==> src/rtl/turbosim_eq_pkg.sv <==
// rtl/turbosim_eq_pkg.sv - shared Event Queue opcodes, dispatcher states and TIME-field helper
// Contents:
//   EQ_OP_WR / EQ_OP_RD   values driven on the EQ op line
//   disp_state_e          dispatcher FSM states
//   ev_time_field()       extracts the TIME field [hi:lo] of an entry, zero-extended
package turbosim_eq_pkg;

  localparam logic EQ_OP_WR = 1'b1;
  localparam logic EQ_OP_RD = 1'b0;

  // Widest entry the helper handles; callers zero-extend into it and truncate the result.
  localparam int EQ_MAX_WD = 64;

  typedef enum logic [2:0] {
    IDLE    = 3'd0,
    WR      = 3'd1,
    RD      = 3'd2,
    WAIT_DV = 3'd3,
    HOLD    = 3'd4
  } disp_state_e;

  function automatic logic [EQ_MAX_WD-1:0] ev_time_field(input logic [EQ_MAX_WD-1:0] ev,
                                                         input int hi, input int lo);
    logic [EQ_MAX_WD-1:0] mask;
    if (hi - lo + 1 >= EQ_MAX_WD) mask = '1;
    else                          mask = (EQ_MAX_WD'(1) << (hi - lo + 1)) - EQ_MAX_WD'(1);
    return (ev >> lo) & mask;
  endfunction

endpackage

==> src/rtl/eq_dv_watchdog.sv <==
// rtl/eq_dv_watchdog.sv - counts cycles spent waiting for EQ dv and flags a timeout
// Ports:
//   clk_i, rst_i   clock, asynchronous active-high reset
//   armed_i        high while the dispatcher waits for dv; low clears the count
//   dv_i           EQ data-valid
//   expired_o      combinational: last allowed wait cycle passed without dv
module eq_dv_watchdog #(
  parameter int TIMEOUT = 16
) (
  input  logic clk_i,
  input  logic rst_i,
  input  logic armed_i,
  input  logic dv_i,
  output logic expired_o
);
  localparam int CW = $clog2(TIMEOUT + 1);

  logic [CW-1:0] cnt_q, cnt_d;

  // cnt_q holds the index of the current wait cycle (0 on the first one), so
  // expiry fires on the TIMEOUT-th cycle without dv.
  always_comb begin
    cnt_d = '0;
    if (armed_i && cnt_q != CW'(TIMEOUT)) cnt_d = cnt_q + CW'(1);
  end

  assign expired_o = armed_i && !dv_i && (cnt_q == CW'(TIMEOUT - 1));

  always_ff @(posedge clk_i or posedge rst_i) begin
    if (rst_i) cnt_q <= '0;
    else       cnt_q <= cnt_d;
  end

endmodule

==> src/rtl/event_dispatcher.sv <==
// rtl/event_dispatcher.sv - Event Queue initiator: inserts evaluator events, pops min-time events, tracks sim time
// Optional feature macro: EVDISP_DV_TIMEOUT_EN (abandon a read whose dv never arrives)
// Ports:
//   clk, rst                 clock, asynchronous active-high reset
//   run                      enables issuing new reads
//   ins_valid/ins_data/ins_ready     insert handshake from evaluators
//   disp_valid/disp_data/disp_ready  dispatch handshake to downstream
//   sim_time                 current simulation time (TIME field width)
//   done                     idle, queue empty, nothing pending or held
//   err                      sticky causality / timeout error
//   eq_cs/eq_op/eq_ev_in     command to the Event Queue
//   eq_ev_out/eq_dv          read data from the Event Queue
//   eq_full/eq_empty/eq_busy_rd/eq_busy_wr  Event Queue status
module event_dispatcher
  import turbosim_eq_pkg::*;
#(
  parameter int data_wd    = 32,
  parameter int hi         = 15,
  parameter int lo         = 0,
  parameter int DV_TIMEOUT = 16
) (
  input  logic               clk,
  input  logic               rst,
  input  logic               run,
  input  logic               ins_valid,
  input  logic [data_wd-1:0] ins_data,
  output logic               ins_ready,
  output logic               disp_valid,
  output logic [data_wd-1:0] disp_data,
  input  logic               disp_ready,
  output logic [hi-lo:0]     sim_time,
  output logic               done,
  output logic               err,
  output logic [data_wd-1:0] eq_ev_in,
  output logic               eq_op,
  output logic               eq_cs,
  input  logic [data_wd-1:0] eq_ev_out,
  input  logic               eq_dv,
  input  logic               eq_full,
  input  logic               eq_empty,
  input  logic               eq_busy_rd,
  input  logic               eq_busy_wr
);
  localparam int TW = hi - lo + 1;

  disp_state_e        state_q, state_d;
  logic               eq_cs_q, eq_cs_d;
  logic               eq_op_q, eq_op_d;
  logic [data_wd-1:0] eq_ev_in_q, eq_ev_in_d;
  logic               ins_ready_q, ins_ready_d;
  logic               disp_valid_q, disp_valid_d;
  logic [data_wd-1:0] disp_data_q, disp_data_d;
  logic [TW-1:0]      sim_time_q, sim_time_d;
  logic               err_q, err_d;
  logic               done_q, done_d;

  logic [TW-1:0]      ins_t, ev_t;
  logic               dv_timeout;

  assign ins_t = TW'(ev_time_field(EQ_MAX_WD'(ins_data), hi, lo));
  assign ev_t  = TW'(ev_time_field(EQ_MAX_WD'(eq_ev_out), hi, lo));

`ifdef EVDISP_DV_TIMEOUT_EN
  eq_dv_watchdog #(.TIMEOUT(DV_TIMEOUT)) u_dv_watchdog (
    .clk_i     (clk),
    .rst_i     (rst),
    .armed_i   (state_q == WAIT_DV),
    .dv_i      (eq_dv),
    .expired_o (dv_timeout)
  );
`else
  assign dv_timeout = 1'b0;
`endif

  always_comb begin
    state_d      = state_q;
    eq_cs_d      = 1'b0;
    eq_op_d      = eq_op_q;
    eq_ev_in_d   = eq_ev_in_q;
    ins_ready_d  = 1'b0;
    disp_valid_d = disp_valid_q;
    disp_data_d  = disp_data_q;
    sim_time_d   = sim_time_q;
    err_d        = err_q;
    done_d       = (state_q == IDLE) && eq_empty && !ins_valid && !disp_valid_q;

    // Outputs are registered, so the command for WR/RD is loaded on the
    // transition into that state and is visible for exactly its one cycle.
    case (state_q)
      IDLE: begin
        if (ins_valid && !eq_full && !eq_busy_wr) begin
          state_d     = WR;
          eq_cs_d     = 1'b1;
          eq_op_d     = EQ_OP_WR;
          eq_ev_in_d  = ins_data;
          ins_ready_d = 1'b1;
          // Scheduling into the past breaks causality; flag it but still insert.
          if (ins_t < sim_time_q) err_d = 1'b1;
        end else if (run && !eq_empty && !eq_busy_rd && !disp_valid_q) begin
          state_d = RD;
          eq_cs_d = 1'b1;
          eq_op_d = EQ_OP_RD;
        end
      end
      WR:      state_d = IDLE;
      RD:      state_d = WAIT_DV;
      WAIT_DV: begin
        if (eq_dv) begin
          disp_data_d  = eq_ev_out;
          disp_valid_d = 1'b1;
          if (ev_t > sim_time_q) sim_time_d = ev_t;
          if (ev_t < sim_time_q) err_d = 1'b1;
          state_d = HOLD;
        end else if (dv_timeout) begin
          err_d   = 1'b1;
          state_d = IDLE;
        end
      end
      HOLD: begin
        if (disp_ready) begin
          disp_valid_d = 1'b0;
          state_d      = IDLE;
        end
      end
      default: state_d = IDLE;
    endcase
  end

  always_ff @(posedge clk or posedge rst) begin
    if (rst) begin
      state_q      <= IDLE;
      eq_cs_q      <= 1'b0;
      eq_op_q      <= 1'b0;
      eq_ev_in_q   <= '0;
      ins_ready_q  <= 1'b0;
      disp_valid_q <= 1'b0;
      disp_data_q  <= '0;
      sim_time_q   <= '0;
      err_q        <= 1'b0;
      done_q       <= 1'b0;
    end else begin
      state_q      <= state_d;
      eq_cs_q      <= eq_cs_d;
      eq_op_q      <= eq_op_d;
      eq_ev_in_q   <= eq_ev_in_d;
      ins_ready_q  <= ins_ready_d;
      disp_valid_q <= disp_valid_d;
      disp_data_q  <= disp_data_d;
      sim_time_q   <= sim_time_d;
      err_q        <= err_d;
      done_q       <= done_d;
    end
  end

  assign eq_cs      = eq_cs_q;
  assign eq_op      = eq_op_q;
  assign eq_ev_in   = eq_ev_in_q;
  assign ins_ready  = ins_ready_q;
  assign disp_valid = disp_valid_q;
  assign disp_data  = disp_data_q;
  assign sim_time   = sim_time_q;
  assign err        = err_q;
  assign done       = done_q;

endmodule

==> config.mk <==
export PLATFORM = sky130hd
export DESIGN_NAME = event_dispatcher
export DESIGN_NICKNAME = d
export VERILOG_FILES = /design/src/rtl/turbosim_eq_pkg.sv /design/src/rtl/eq_dv_watchdog.sv /design/src/rtl/event_dispatcher.sv
export SDC_FILE = /design/constraint.sdc
export NUM_CORES = 1
export LEC_CHECK = 0
export ABC_CLOCK_PERIOD_IN_PS = 7500
export CAP_MARGIN = 15
export CORE_MARGIN = 1
export CORE_UTILIZATION = 49
export CTS_BUF_LIST = sky130_fd_sc_hd__clkbuf_2
export DETAILED_ROUTE_END_ITERATION = 10
export PLACE_DENSITY = 0.87
export REMOVE_ABC_BUFFERS = 1
export SLEW_MARGIN = 5
export SYNTH_ARGS = -nofsm -noshare
export SYNTH_HDL_FRONTEND = slang
export SYNTH_HIERARCHICAL = 1
export SYNTH_SLANG_ARGS = --single-unit
==> constraint.sdc <==
create_clock -name clk -period 7.5 [get_ports clk]
set_clock_uncertainty 0.15 [all_clocks]
set_input_delay 1.5 -clock clk [delete_from_list [all_inputs] [get_ports clk]]
set_output_delay 1.5 -clock clk [all_outputs]
set_load 0.01 [all_outputs]
**Yosys cells after proc, flatten, opt, wreduce, memory -nomap -nowiden**

Cells that the tools add are included.

- Output and inout bits: 86
- Register bits after elaboration: 89
- Bits in latches: 0
- Memory bits (read-only): 0
- Word-level logic and storage cells: 67
- Input port bits: 74
- Bits in writable memories: 0
- Memories kept: 0

- Reduce and logical (&&, ||, !) cells: 25
- Mux-type cells: 20
- Order comparisons: 3
- Equality and inequality tests: 9
- Shift operators: 0
- Divide/modulo/power cells: 0
- Bitwise operators: 0
- Multipliers: 0
- Add/sub/neg operators: 0

Operators by type and width:

| operator | count |
|---|---|
| < comparator 16 bit | 2 |
| > comparator 16 bit | 1 |
| two-way mux 1 bit | 13 |
| two-way mux 3 bit | 4 |
| one-hot mux 3 bit (4 select lines) | 1 |
| AND reduction 3 bit | 3 |
| logical AND 1 bit | 8 |
| == test 3 x 2 -> 1 bit (second input constant) | 2 |
| zero test 1 bit | 6 |
| != test 2 bit (second input constant) | 3 |
| AND reduction 2 bit | 3 |
| nonzero test 2 bit | 3 |
| AND reduction 5 bit | 1 |
| != test 2 x 1 -> 1 bit (second input constant) | 2 |
| one-hot mux 1 bit (2 select lines) | 2 |
| == test 3 bit (second input constant) | 1 |
| zero test 3 bit | 1 |
| != test 3 x 1 -> 1 bit (second input constant) | 1 |

**Logic depth before layout (Yosys ltp)**

- Depth in word-level cells: 7
- Depth in mapped cells: 8
- Depth with buffers taken out: 7

**Worst setup path before layout**

Ideal clock, no wire load.

- Path type: input-to-reg
- Start point: input eq_ev_out[15]
- End point: register sim_time_q[0], in the netlist sim_time[0]
- Cell stages on the path: 7
- Required time: 7.225 ns
- Path slack: 4.159 ns
- Path buffers: 1
- Setup time: 0.125 ns
- Arrival time: 3.066 ns
- Cell sequence: ha_1 nand4_2 nor2_1 o2bb2ai_2 o31ai_4 buf_6 mux2_4

- Word-level cells in the longest chain between the ends: 2

Ends and longest elaborated chain:

| element | line | RTL |
|---|---|---|
| from (decl) | event_dispatcher.sv:37 | `input logic [data_wd-1:0] eq_ev_out,` |
| > comparator 16 bit | event_dispatcher.sv:111 | `if (ev_t > sim_time_q) sim_time_d = ev_t;` |
| AND reduction 3 bit (no line) | - |  |
| to (signal assigned) | event_dispatcher.sv:149 | `sim_time_q <= sim_time_d;` |
| to (decl) | event_dispatcher.sv:53 | `logic [TW-1:0] sim_time_q, sim_time_d;` |

Every way passes these cells.
A chain may end at the register's enable or synchronous reset.

**Worst setup path after layout**

- Start point: input eq_ev_out[9]
- End point: register sim_time_q[14], in the netlist sim_time[14]

Same word-level chain as after synthesis.

==> reports/metrics.cfg <==
[pwr]
power_density_nw_per_um2=323.5
vdd_drop_max_mv=0.1650
p_leak_uw=0.002821

[grt]
antenna_found_initial=0
grt_usage=0.2221
grt_max_degree=69
grt-ovfl-total=0
first_global_vias=3086
grt_pass1_wl_um=15300

[detailed_routing]
drt_iter0_markers=50
vias=2995
drt_first_pass_iters=4
ant_nets=0
vias_per_cell=5.227
wl_per_cell_um=17.03
remaining_drc_errors=0
drt-total-wl_um=9760

[synth]
synth-xor-area-share=0
synth-edff-count=0
synth_fa_ha_area_frac=0.09064
async_flop_share=1.000
synth_top_family_by_area=multiplexers
yosys_warnings=6
syn_area_um2=4279
synth.area.mux_share=0.2421
ys_seq_elements=89
syn_area_per_cell_um2=14.26
syn-instance-count=300
yosysSeqAreaShare=0.5205
synth_compound_area_frac=0.06316
synth_ff_type=dfrtp_1
yosys.area_share.simple=0.04912
yosysUniqueCellTypes=37

[clock_tree]
cts-resized-gates=0
cts-root-buf=clkbuf_2
cts_inserted_buffers=9
htreeDepth=3
clk_pin_slew_ns=0.22
hold_buffers=0
clockBufferDepth=2
insertion_delay_ns=0.53
post-cts-setup-buffer-count=0
cts.sinks=89
tritoncts=done

[setup_path]
r2r_cells=7
cp_max_fo=16
cp-end-kind=register
startpoint_type=input port
crit_required_ns=7.77
r2r_slack_ns=4.61
arrival_ns=4.15
crit_type=input port to register

[placement]
place_ws_ns=3.056
gp_congestion=0.7500
dp_hpwl_um=7265
port_buffers=159
dp.cells=557

[cells_and_area]
nNetsFinal=568
area_growth_pct=41.67
layout.cells.most_common=clkdlybuf4s50_1
multiInputGateArea_um2=1904
fillCellCount=609
layout.cells.non_filler=573
drive_above_1_share=0.2308
mostFrequentLayoutCells=clkdlybuf4s50_1, dfrtp_1, mux2_2
post-route-util=0.7268
ff_latch_area_um2=2227
antennaDiodeCount=0

[worst_hold_path]
holdPathStages=2
hp-class=register to register

[floorplanning]
die_h_um=95.45
core_um2=8341
die_x_um=95.45
io_pins=160
initial_utilization=0.5131
rows=33
dieArea_um2=9111

[timing]
setup_viol=0
hold_viol_final=0
layout_min_cycle_time_ns=3.875
setup_slack_ns=3.625
max_freq_ghz=0.2581
slew_headroom=0.2365
tightest_slew_ns=1.145
finalSetupTns_ns=0
period_share=0.5167
slew_violations=0
rsz0062_at_grt=no

[run_status]
outcome=finished, final reports clean

[flow_run]
cap_violations=0

[layout make-up]
type	count	area share
repair buffers	161	0.2650
clock inverters	7	0.01176
multi-input cells	182	0.3141
inverters	20	0.01259
clock buffers	9	0.007430
flip-flops and latches	89	0.3674
well taps	105	0.02167
[metrics by stage]
step | power [uW] | cell area [um2] | hold WS (ns)
after floorplan | 1226 | 4207 | 0.2911
after global placement | 1703 | 5946 | 0.3118
after detailed placement | 1736 | 5946 | 0.3241
after CTS | 1982 | 6062 | 0.3698
after global routing | 2090 | 6062 | 0.3934
final | 1961 | 6062 | 0.3616
[logic make-up (layout without fill, tap and decap cells)]
| group | after synthesis | after routing |
|---|---|---|
| DFF | 89 | 89 |
| muxes | 79 | 79 |
| and+or+nand+nor | 37 | 37 |
| AOI/OAI and AO/OA | 35 | 35 |
| adders and majority gates | 31 | 31 |
| buffers and inverters | 29 | 197 |
[registers in the layout (all words and copies together) (netlist names)]
| register | cells |
|---|---|
| err | 1 |
| disp_data | 32 |
| ins_ready | 1 |
| state_q | 3 |
| eq_cs | 1 |
| disp_valid | 1 |
| eq_ev_in | 32 |
| done | 1 |
| sim_time | 16 |
| eq_op | 1 |
[metal layers]
| layer | share of wire | GRT usage | vias up |
|---|---|---|---|
| li1 | - | - | 1406 |
| met1 | 0.42 | 0.2677 | 1465 |
| met2 | 0.49 | 0.3833 | 108 |
| met3 | 0.073 | 0.05662 | 16 |
| met4 | 0.019 | 0.07960 | 0 |
| met5 | 0 | 0 | - |
[power breakdown]
| part | internal [uW] | switching [uW] |
|---|---|---|
| Sequential | 665 | 112 |
| Clock | 76.3 | 167 |
| Combinational | 597 | 344 |
[worst max-delay path: stages]
cell and delay (ns):
clkdlybuf4s50_1 0.54, ha_1 0.27, nand4_1 0.22, nor2_1 0.08, o2bb2ai_2 0.15, o31ai_4 0.95, mux2_2 0.43
[cell usage after synthesis, types with 2 or more instances]
cell      number  area share
dfrtp_1       89        0.52
mux2_4        39        0.14
ha_1          31       0.091
clkbuf_1       3      0.0026
nor2_1         9      0.0079
mux2_2        40        0.11
nand2_1       11      0.0096
o21ai_0        7      0.0082
a21oi_1       11       0.013
nor4_1         2      0.0029
nand4_2        2      0.0058
a21o_1         3      0.0053
inv_1         20       0.018
a31oi_1        2      0.0029
buf_6          5       0.013
o21a_1         2      0.0035
nand4_1        4      0.0058
[final timing paths]
kind,start,end
worst max-delay path,eq_ev_out[9],sim_time[14]
worst min-delay path,disp_data[0],disp_data[0]
worst max register to register,sim_time[11],sim_time[14]
worst min register to register,disp_data[0],disp_data[0]
max in group asynchronous,rst,state_q[1]
min in group asynchronous,rst,eq_ev_in[17]
Note: power is estimated with default switching activity, not from simulation.
